$ cat src/rtl/simon_pkg.sv
// Shared types and constants for the Simon game sequencer.
package simon_pkg;

  typedef enum logic [2:0] {
    ST_IDLE,
    ST_ADD,
    ST_SHOW_ON,
    ST_SHOW_OFF,
    ST_INPUT,
    ST_OVER
  } state_e;

  localparam logic [15:0] LFSR_SEED = 16'hACE1;
  localparam logic [15:0] LFSR_TAPS = 16'hB400;

  function automatic logic [3:0] colour_onehot(input logic [1:0] colour);
    logic [3:0] one;
    one = 4'b0001;
    return one << colour;
  endfunction

endpackage

$ cat src/rtl/simon_lfsr.sv
// Free-running 16-bit Galois LFSR; colour source for the sequencer.
module simon_lfsr
  import simon_pkg::*;
(
  input  logic        clk,
  input  logic        rst_n,
  output logic [15:0] lfsr_o
);

  logic [15:0] lfsr_q, lfsr_d;

  always_comb begin
    lfsr_d = lfsr_q >> 1;
    if (lfsr_q[0]) lfsr_d = lfsr_d ^ LFSR_TAPS;
  end

  always_ff @(posedge clk or negedge rst_n) begin
    if (!rst_n) lfsr_q <= LFSR_SEED;
    else        lfsr_q <= lfsr_d;
  end

  assign lfsr_o = lfsr_q;

endmodule

$ cat src/rtl/simon_game_ctrl.sv
// Simon game sequencer: grows a random colour sequence, plays it back on
// four LEDs and checks the player's presses against it.
module simon_game_ctrl
  import simon_pkg::*;
#(
  parameter int unsigned STEP_CYCLES    = 25_000_000,
  parameter int unsigned GAP_CYCLES     = 12_500_000,
  parameter int unsigned TIMEOUT_CYCLES = 250_000_000,
  parameter int unsigned MAX_LEN        = 31,
  parameter int unsigned LVL_W          = $clog2(MAX_LEN + 1)
) (
  input  logic             clk,
  input  logic             rst_n,
  input  logic             start,
  input  logic [3:0]       btn,
  output logic [3:0]       led,
  output logic             simon_turn,
  output logic             game_over,
  output logic [LVL_W-1:0] level
);

  localparam int unsigned MAX_SG  = (STEP_CYCLES > GAP_CYCLES) ? STEP_CYCLES : GAP_CYCLES;
  localparam int unsigned MAX_CYC = (MAX_SG > TIMEOUT_CYCLES) ? MAX_SG : TIMEOUT_CYCLES;
  localparam int unsigned TMR_W   = (MAX_CYC > 1) ? $clog2(MAX_CYC) : 1;

  localparam logic [TMR_W-1:0] STEP_LAST = TMR_W'(STEP_CYCLES - 1);
  localparam logic [TMR_W-1:0] GAP_LAST  = TMR_W'(GAP_CYCLES - 1);
  localparam logic [TMR_W-1:0] TO_LAST   = TMR_W'(TIMEOUT_CYCLES - 1);
  localparam logic [LVL_W-1:0] LEN_MAX   = LVL_W'(MAX_LEN);
  localparam logic [LVL_W-1:0] ONE       = LVL_W'(1);

  state_e           state_q, state_d;
  logic [LVL_W-1:0] len_q, len_d, idx_q, idx_d, level_q, level_d;
  logic [TMR_W-1:0] timer_q, timer_d;
  logic             start_q, simon_turn_q, simon_turn_d, game_over_q, game_over_d;
  logic [3:0]       btn_q, led_q, led_d;
  logic [1:0]       seq_q [MAX_LEN];
  logic             seq_we;

  logic [15:0] lfsr;
  logic [1:0]  colour, show_col;
  logic        start_pe, press, good_press, last_step;
  logic [3:0]  btn_pe;
  logic        unused_lfsr;

  simon_lfsr u_lfsr (
    .clk    (clk),
    .rst_n  (rst_n),
    .lfsr_o (lfsr)
  );

  assign colour      = lfsr[1:0];
  assign unused_lfsr = ^lfsr[15:2];

  assign start_pe   = start & ~start_q;
  assign btn_pe     = btn & ~btn_q;
  assign press      = |btn_pe;
  // Expected pattern is one-hot, so equality also rejects multi-button presses.
  assign good_press = (btn_pe == colour_onehot(seq_q[idx_q]));
  assign last_step  = (idx_q == len_q - ONE);

  always_comb begin
    state_d = state_q;
    len_d   = len_q;
    idx_d   = idx_q;
    timer_d = timer_q;
    level_d = level_q;
    seq_we  = 1'b0;
    case (state_q)
      ST_IDLE, ST_OVER: begin
        if (start_pe) begin
          len_d   = '0;
          level_d = '0;
          state_d = ST_ADD;
        end
      end
      ST_ADD: begin
        seq_we  = 1'b1;
        len_d   = len_q + ONE;
        idx_d   = '0;
        timer_d = '0;
        state_d = ST_SHOW_ON;
      end
      ST_SHOW_ON: begin
        if (timer_q == STEP_LAST) begin
          timer_d = '0;
          state_d = ST_SHOW_OFF;
        end else begin
          timer_d = timer_q + TMR_W'(1);
        end
      end
      ST_SHOW_OFF: begin
        if (timer_q == GAP_LAST) begin
          timer_d = '0;
          if (last_step) begin
            idx_d   = '0;
            state_d = ST_INPUT;
          end else begin
            idx_d   = idx_q + ONE;
            state_d = ST_SHOW_ON;
          end
        end else begin
          timer_d = timer_q + TMR_W'(1);
        end
      end
      ST_INPUT: begin
        if (press) begin
          if (good_press) begin
            timer_d = '0;
            if (last_step) begin
              level_d = len_q;
              state_d = (len_q == LEN_MAX) ? ST_OVER : ST_ADD;
            end else begin
              idx_d = idx_q + ONE;
            end
          end else begin
            state_d = ST_OVER;
          end
        end else if (timer_q == TO_LAST) begin
          state_d = ST_OVER;
        end else begin
          timer_d = timer_q + TMR_W'(1);
        end
      end
      default: state_d = ST_IDLE;
    endcase
  end

  // Registered Moore outputs; the step being written in ADD is bypassed.
  always_comb begin
    show_col     = (seq_we && (len_q == idx_d)) ? colour : seq_q[idx_d];
    simon_turn_d = state_d inside {ST_ADD, ST_SHOW_ON, ST_SHOW_OFF};
    game_over_d  = (state_d == ST_OVER);
    case (state_d)
      ST_SHOW_ON: led_d = colour_onehot(show_col);
      ST_INPUT:   led_d = btn;
      default:    led_d = 4'b0000;
    endcase
  end

  always_ff @(posedge clk or negedge rst_n) begin
    if (!rst_n) begin
      state_q      <= ST_IDLE;
      len_q        <= '0;
      idx_q        <= '0;
      timer_q      <= '0;
      level_q      <= '0;
      start_q      <= 1'b0;
      btn_q        <= 4'b0000;
      led_q        <= 4'b0000;
      simon_turn_q <= 1'b0;
      game_over_q  <= 1'b0;
    end else begin
      state_q      <= state_d;
      len_q        <= len_d;
      idx_q        <= idx_d;
      timer_q      <= timer_d;
      level_q      <= level_d;
      start_q      <= start;
      btn_q        <= btn;
      led_q        <= led_d;
      simon_turn_q <= simon_turn_d;
      game_over_q  <= game_over_d;
    end
  end

  always_ff @(posedge clk) begin
    if (seq_we) seq_q[len_q] <= colour;
  end

  assign led        = led_q;
  assign simon_turn = simon_turn_q;
  assign game_over  = game_over_q;
  assign level      = level_q;

endmodule
$ cat config.mk
export PLATFORM = sky130hd
export DESIGN_NAME = simon_game_ctrl
export DESIGN_NICKNAME = d
export VERILOG_FILES = /design/src/rtl/simon_pkg.sv /design/src/rtl/simon_lfsr.sv /design/src/rtl/simon_game_ctrl.sv
export SDC_FILE = /design/constraint.sdc
export NUM_CORES = 1
export LEC_CHECK = 0
export ABC_AREA = 1
export CAP_MARGIN = 10
export CELL_PAD_IN_SITES_DETAIL_PLACEMENT = 0
export CELL_PAD_IN_SITES_GLOBAL_PLACEMENT = 1
export CORE_ASPECT_RATIO = 2
export CORE_MARGIN = 8
export CORE_UTILIZATION = 45
export CTS_BUF_LIST = sky130_fd_sc_hd__clkbuf_16
export DETAILED_ROUTE_END_ITERATION = 12
export DONT_BUFFER_PORTS = 1
export GPL_TIMING_DRIVEN = 0
export PLACE_DENSITY = 0.73
export SETUP_SLACK_MARGIN = 0.15
export SYNTH_ARGS = -nofsm -noshare
export SYNTH_HDL_FRONTEND = slang
export SYNTH_HIERARCHICAL = 1
export SYNTH_SLANG_ARGS = --single-unit
$ cat constraint.sdc
create_clock -name clk -period 4.2 [get_ports clk]
set_input_delay 0.84 -clock clk [delete_from_list [all_inputs] [get_ports clk]]
set_output_delay 0.84 -clock clk [all_outputs]
set_load 0.005 [all_outputs]
==> run_results.csv <==
group,metric,value,unit
yosys,syn_nets,948,
placement,dp_hpwl,18.65,mm
floorplanning,die_w,107.9,um
power,p_per_area,782.6,mW/mm2
clock_tree,root_buffer,"clkbuf_16",
placement,placed_cells,1140,
detailed_routing,first_iter_violations,406,
timing,finalHoldViolCount,0,
worst_hold_path,min_path_type,"primary input to asynchronous set/reset pin",
critical_path,crit_arrival,4.18,ns
placement,gp_congestion,0.9564,
yosys,postSynthAreaPerCell,8.148,um2
power,irDropWorstVdd,0.4214,mV
finish,drive_gt1_share,11.50,%
detailed_routing,via_per_inst,5.651,
detailed_routing,antenna_left,0,
timing,setup_viol,0,
timing,slew_viol_final,0,
finish,layout.nets,967,
finish,instances_no_fill,1172,
grt,grt_max_degree,74,
timing,rsz0062_at_grt,"false",
critical_path,cpPeakStageDelay,0.46,ns
grt,grt_overflow_total,0,
detailed_routing,vias,6623,
critical_path,worstSetupPathType,"register to register",
clock_tree,clk_pin_slew,0.06,ns
timing,fin_crit_sh,91.08,%
clock_tree,clock_path_buffers,2,
detailed_routing,drc,0,
flow_run,drv_cap,0,
timing,clock.fmax,0.2614,GHz
floorplanning,rows,67,
critical_path,path_cells,"buf_4, inv_4, buf_4, nand3_1, nand3_1, nand2_1, nand2_1, nand2_1, nand2_1, nand3_1, nand3_1, nand2_2, nand2_4, inv_4, nand2_2, o211ai_2, a21oi_4, nand2_2, a21oi_2, nand2_2, or2_0, nand2_1, nand3_1, nand2_1",
placement,io_buffers,0,
floorplanning,core_area,0.01668,mm2
finish,syn2layout_area_growth,11.32,%
critical_path,worstPathRequired,4.56,ns
detailed_routing,wl,25.08,mm
placement,placed_cell_area,0.007861,mm2
clock_tree,tritoncts,"done",
clock_tree,cts-buffers-inserted,17,
timing,worstMarginPinSlew,0.6914,ns
critical_path,crit_fanout,10,
power,power.total,6.624,mW
floorplanning,start_util,45.57,%
timing,finalSetupTns,0,ns
clock_tree,h-tree-depth,4,
power,p_leak,3.728,nW
grt,antenna_found_initial,0,
detailed_routing,firstDrtPassIters,5,
grt,grt_pass1_vias,6682,
yosys,syn_inst,933,
floorplanning,die_area,0.02156,mm2
outcome,status,"finished clean",
yosys,yosys_warnings,6,
floorplanning,fp.dieH,199.8,um
clock_tree,post-cts-setup-buffer-count,0,
floorplanning,io_pins,18,
critical_path,critPathMostFrequentCell,"nand2_1",
detailed_routing,routedWlPerCell,21.40,um
grt,grt_pass1_wl,38.43,mm
timing,slew_headroom,53.91,%
clock_tree,cts_sinks,135,
grt,grt_usage,24.45,%
critical_path,end_kind,"register",
yosys,netlist_area,0.007602,mm2
finish,final_area,0.008463,mm2
finish,diodes,0,
timing,fin_crit,3.825,ns
critical_path,startpoint_type,"register",
clock_tree,clock_latency,0.42,ns
timing,skew,0.008482,ns
critical_path,cp_slowest_cell,"a21oi_4",
[repair_timing]
item,CTS,global route
gates resized for setup,0,7
setup endpoints to repair,0,5
hold buffers,0,0
[per-stage QoR]
stage	setup slack (ns)	hold slack, ns	utilization [%]
floorplan	1.308	0.3312	-
global placement	0.4181	0.3372	47.12
detailed placement	0.3834	0.3403	47.12
CTS	0.3658	0.09544	50.65
global route	0.1558	0.08513	50.73
finish	0.3746	0.1102	50.73
[layout by cell type (no fill, tap or decap), types with 4 or more instances in the layout]
cell and n:
o21ai_0 29, buf_4 9, dfrtp_1 65, inv_2 8
clkbuf_1 5, o21ai_1 7, a31oi_1 4, nand2_1 215
inv_6 6, buf_2 10, buf_6 6, nand3_1 166
nor4_1 4, nor2_1 80, inv_4 4, nand2_2 8
nor2_2 4, clkinv_4 4, edfxtp_1 62, ha_1 8
nand3b_1 18, inv_1 110, a21oi_1 20, xor2_1 12
clkbuf_16 18, nand4_1 14, nor3_1 13, dfstp_2 8
[routing by layer]
metal	up-vias	track usage [%]	part of all wire (%)
li1	3142	-	-
met1	3180	22.30	33
met2	226	46.06	56
met3	75	4.212	4.4
met4	0	18.94	6.9
met5	-	0	0
[report_power, final]
group,switching (mW),internal (mW)
Sequential,0.0644,1.48
Clock,0.603,0.864
Combinational,2.59,1.03
[worst paths after layout]
kind                                  startpoint               end  slack, ns  cells past startpoint
worst max-delay path                    idx_q[1]            led[1]       0.37                     24
worst min-delay path                       rst_n       timer_q[22]       0.11                      0
worst max register to register          idx_q[1]            led[1]       0.37                     24
worst min register to register  u_lfsr/lfsr_o[8]  u_lfsr/lfsr_o[7]       0.35                      0
max in group asynchronous                  rst_n  u_lfsr/lfsr_o[0]       3.86                      0
min in group clk                u_lfsr/lfsr_o[8]  u_lfsr/lfsr_o[7]       0.35                      0
[flip-flops by register name (all words and copies together) (netlist names)]
register,cells
state_q,3
simon_turn,1
led,4
game_over,1
idx_q,5
start_q,1
btn_q,4
seq_q,62
level,5
timer_q,28
len_q,5
u_lfsr/lfsr_o,16
[critical path, delay by kind of cell, from the launching register on]
kind,cells,cell delay (ns)
compound gates,3,0.90
buf+inv,4,0.60
simple gates,17,1.82
flops,1,0.40
[cell type report]
| class | count | area [um2] |
|---|---|---|
| plain buffers | 34 | 231.5 |
| multi-input cells | 642 | 3216 |
| fillers | 1599 | 8219 |
| clock inverters | 14 | 137.6 |
| inverters | 122 | 470.5 |
| well taps | 207 | 259.0 |
| clock buffers | 18 | 450.4 |
| flip-flops and latches | 135 | 3699 |
Note: power is estimated with default switching activity, not from simulation.
==> RTL edit (same settings) <==
Register the output `led` once more, cleared by the reset; this adds one clock of latency there. The other outputs are not delayed to match.
--- a/src/rtl/simon_game_ctrl.sv
+++ b/src/rtl/simon_game_ctrl.sv
@@ -168,7 +168,13 @@
     if (seq_we) seq_q[len_q] <= colour;
   end
 
-  assign led        = led_q;
+  always_ff @(posedge clk or negedge rst_n) begin
+    if (!rst_n) begin
+      led <= '0;
+    end else begin
+      led <= led_q;
+    end
+  end
   assign simon_turn = simon_turn_q;
   assign game_over  = game_over_q;
   assign level      = level_q;
Check against the original RTL: not equivalent (a bounded check fails within 4 cycles, from zero or initial values and one cycle with rst_n low).
==> RTL edit against the original RTL <==
Final cell count increased by 3.8%; non-clock buffer count is 3 higher; cell area grew 3.2%; fmax grew 1.5%; critical endpoint is now led_q[1]; wire length up 1.9%; sequential cell count increased by 4; power down 1.3%; area after synthesis rose by 4.4%; count of clock-buffer cells in the layout stayed put; die area rose by 3.9%; worst setup slack better by 0.058 ns; sequential share of layout area shrank 0.22 points.
==> RTL edit: results (changes against the original RTL) <==
[routing]
wl_per_cell_um = 21.0  ; was 21.4 um
vias_per_cell = 5.58  ; was 5.65
firstDrtPassIters = 5  ; unchanged
vias = 6781  ; was 6623
initialDrtViolationCount = 404  ; was 406

[layout]
antenna-diode-count = 0  ; unchanged
fillers = 1750  ; was 1599
top_register = seq_q  ; unchanged
nets = 1008  ; was 967
drive_gt1_share_pct = 11.1  ; was 11.5%

[place]
portBuffers = 0  ; unchanged
post-dp-hpwl_mm = 19.4  ; was 18.6 mm
place.gp.congestion = 0.899  ; was 0.956
dpl.cell_count = 1184  ; was 1140

[critical_path]
reg2reg_slack_ns = 0.43  ; was 0.37 ns
r2r-end = led_q[1]  ; was led[1]
worstReg2RegStart = idx_q[1]  ; unchanged
slowest_stage = a21oi_4  ; unchanged
arrival_ns = 4.13  ; was 4.18 ns
crit_path_max_incr_delay_ns = 0.40  ; was 0.46 ns
reg2reg_depth = 21  ; was 24
crit_family = simple AND/OR/NAND/NOR gates  ; unchanged

[yosys]
syn_inst = 974  ; was 933
yosys_warnings = 6  ; unchanged
synth_nets = 989  ; was 948

[power]
worst_ir_drop_vdd_uv = 399  ; was 421 uV
p_leak_nw = 3.82  ; was 3.73 nW

[global_routing]
met2_usage_pct = 45.6  ; was 46.1%
grt_pass1_vias = 6958  ; was 6682
groute.usage.overall_pct = 23.9  ; was 24.5%
met3_usage_pct = 3.41  ; was 4.21%
grt_max_degree = 78  ; was 74
grt_pass1_wl_mm = 38.9  ; was 38.4 mm
met1_usage_pct = 21.3  ; was 22.3%

[sta]
clock-skew-final_ns = 0.0114  ; was 0.00848 ns
slew_headroom_pct = 47.5  ; was 53.9%

[clocking]
clk_pin_slew_ns = 0.06  ; about the same
insertion_delay_ns = 0.43
h-tree-depth = 4  ; unchanged
cts_buffers = 17  ; unchanged

[run_status]
outcome = finished, final reports clean  ; unchanged

## RTL edit: timing repair
item | in CTS | in global routing
hold buffers | 0 | 0
resized for setup | 0 | 3
endpoints found under the setup margin | 0 | 4
## RTL edit: per-layer routing
layer,wire length (um),up-vias
li1,-,3271
met1,8310,3221
met2,14600,198
met3,813,91
met4,1800,0
met5,0,-
## RTL edit: where the power goes
group | internal, mW | switching (mW)
combinational | 1.03 | 2.56
clock | 0.777 | 0.575
sequential | 1.52 | 0.0758
## RTL edit: how the worst max path moves through the flow
stage             start       end  slack [ns]  depth (start not counted)
5_1_grt        idx_q[1]  led_q[1]        0.16                         21
6_report       idx_q[1]  led_q[1]        0.43                         21
3_3_place_gp   idx_q[1]  led_q[1]        0.35                         21
4_1_cts        idx_q[1]  led_q[1]        0.34                         21
3_5_place_dp   idx_q[1]  led_q[1]        0.36                         21
2_1_floorplan  len_q[0]  led_q[1]        1.25                         21
## RTL edit: layout make-up
class	count	area, um^2	area share, %
Clock buffer	18	450	5.16
Buffer	37	250	2.86
Tap cell	210	263	3.01
Multi-Input combinational cell	664	3390	38.8
Inverter	134	508	5.81
Sequential cell	139	3800	43.5
Clock inverter	14	80.1	0.917
## RTL edit: per-stage QoR
stage                     setup slack (ns)  util (%)  cell area, um^2  power, mW  hold slack (ns)
after floorplan                       1.25         -             7930       4.03            0.331
after global placement               0.346      47.5             8200       5.16            0.334
after detailed placement             0.359      47.5             8200       5.16            0.337
after CTS                            0.340      50.5             8730       6.52           0.0879
after global routing                 0.165      50.6             8740       6.92           0.0889
final                                0.433      50.6             8740       6.54            0.100
## RTL edit: worst register-to-register path, delay by kind of cell, from the launching register on
family | cells | cell delay (ns)
simple gates | 17 | 2.24
xor+xnor | 1 | 0.18
compound gates | 1 | 0.40
buf+inv | 2 | 0.54
flops | 1 | 0.36
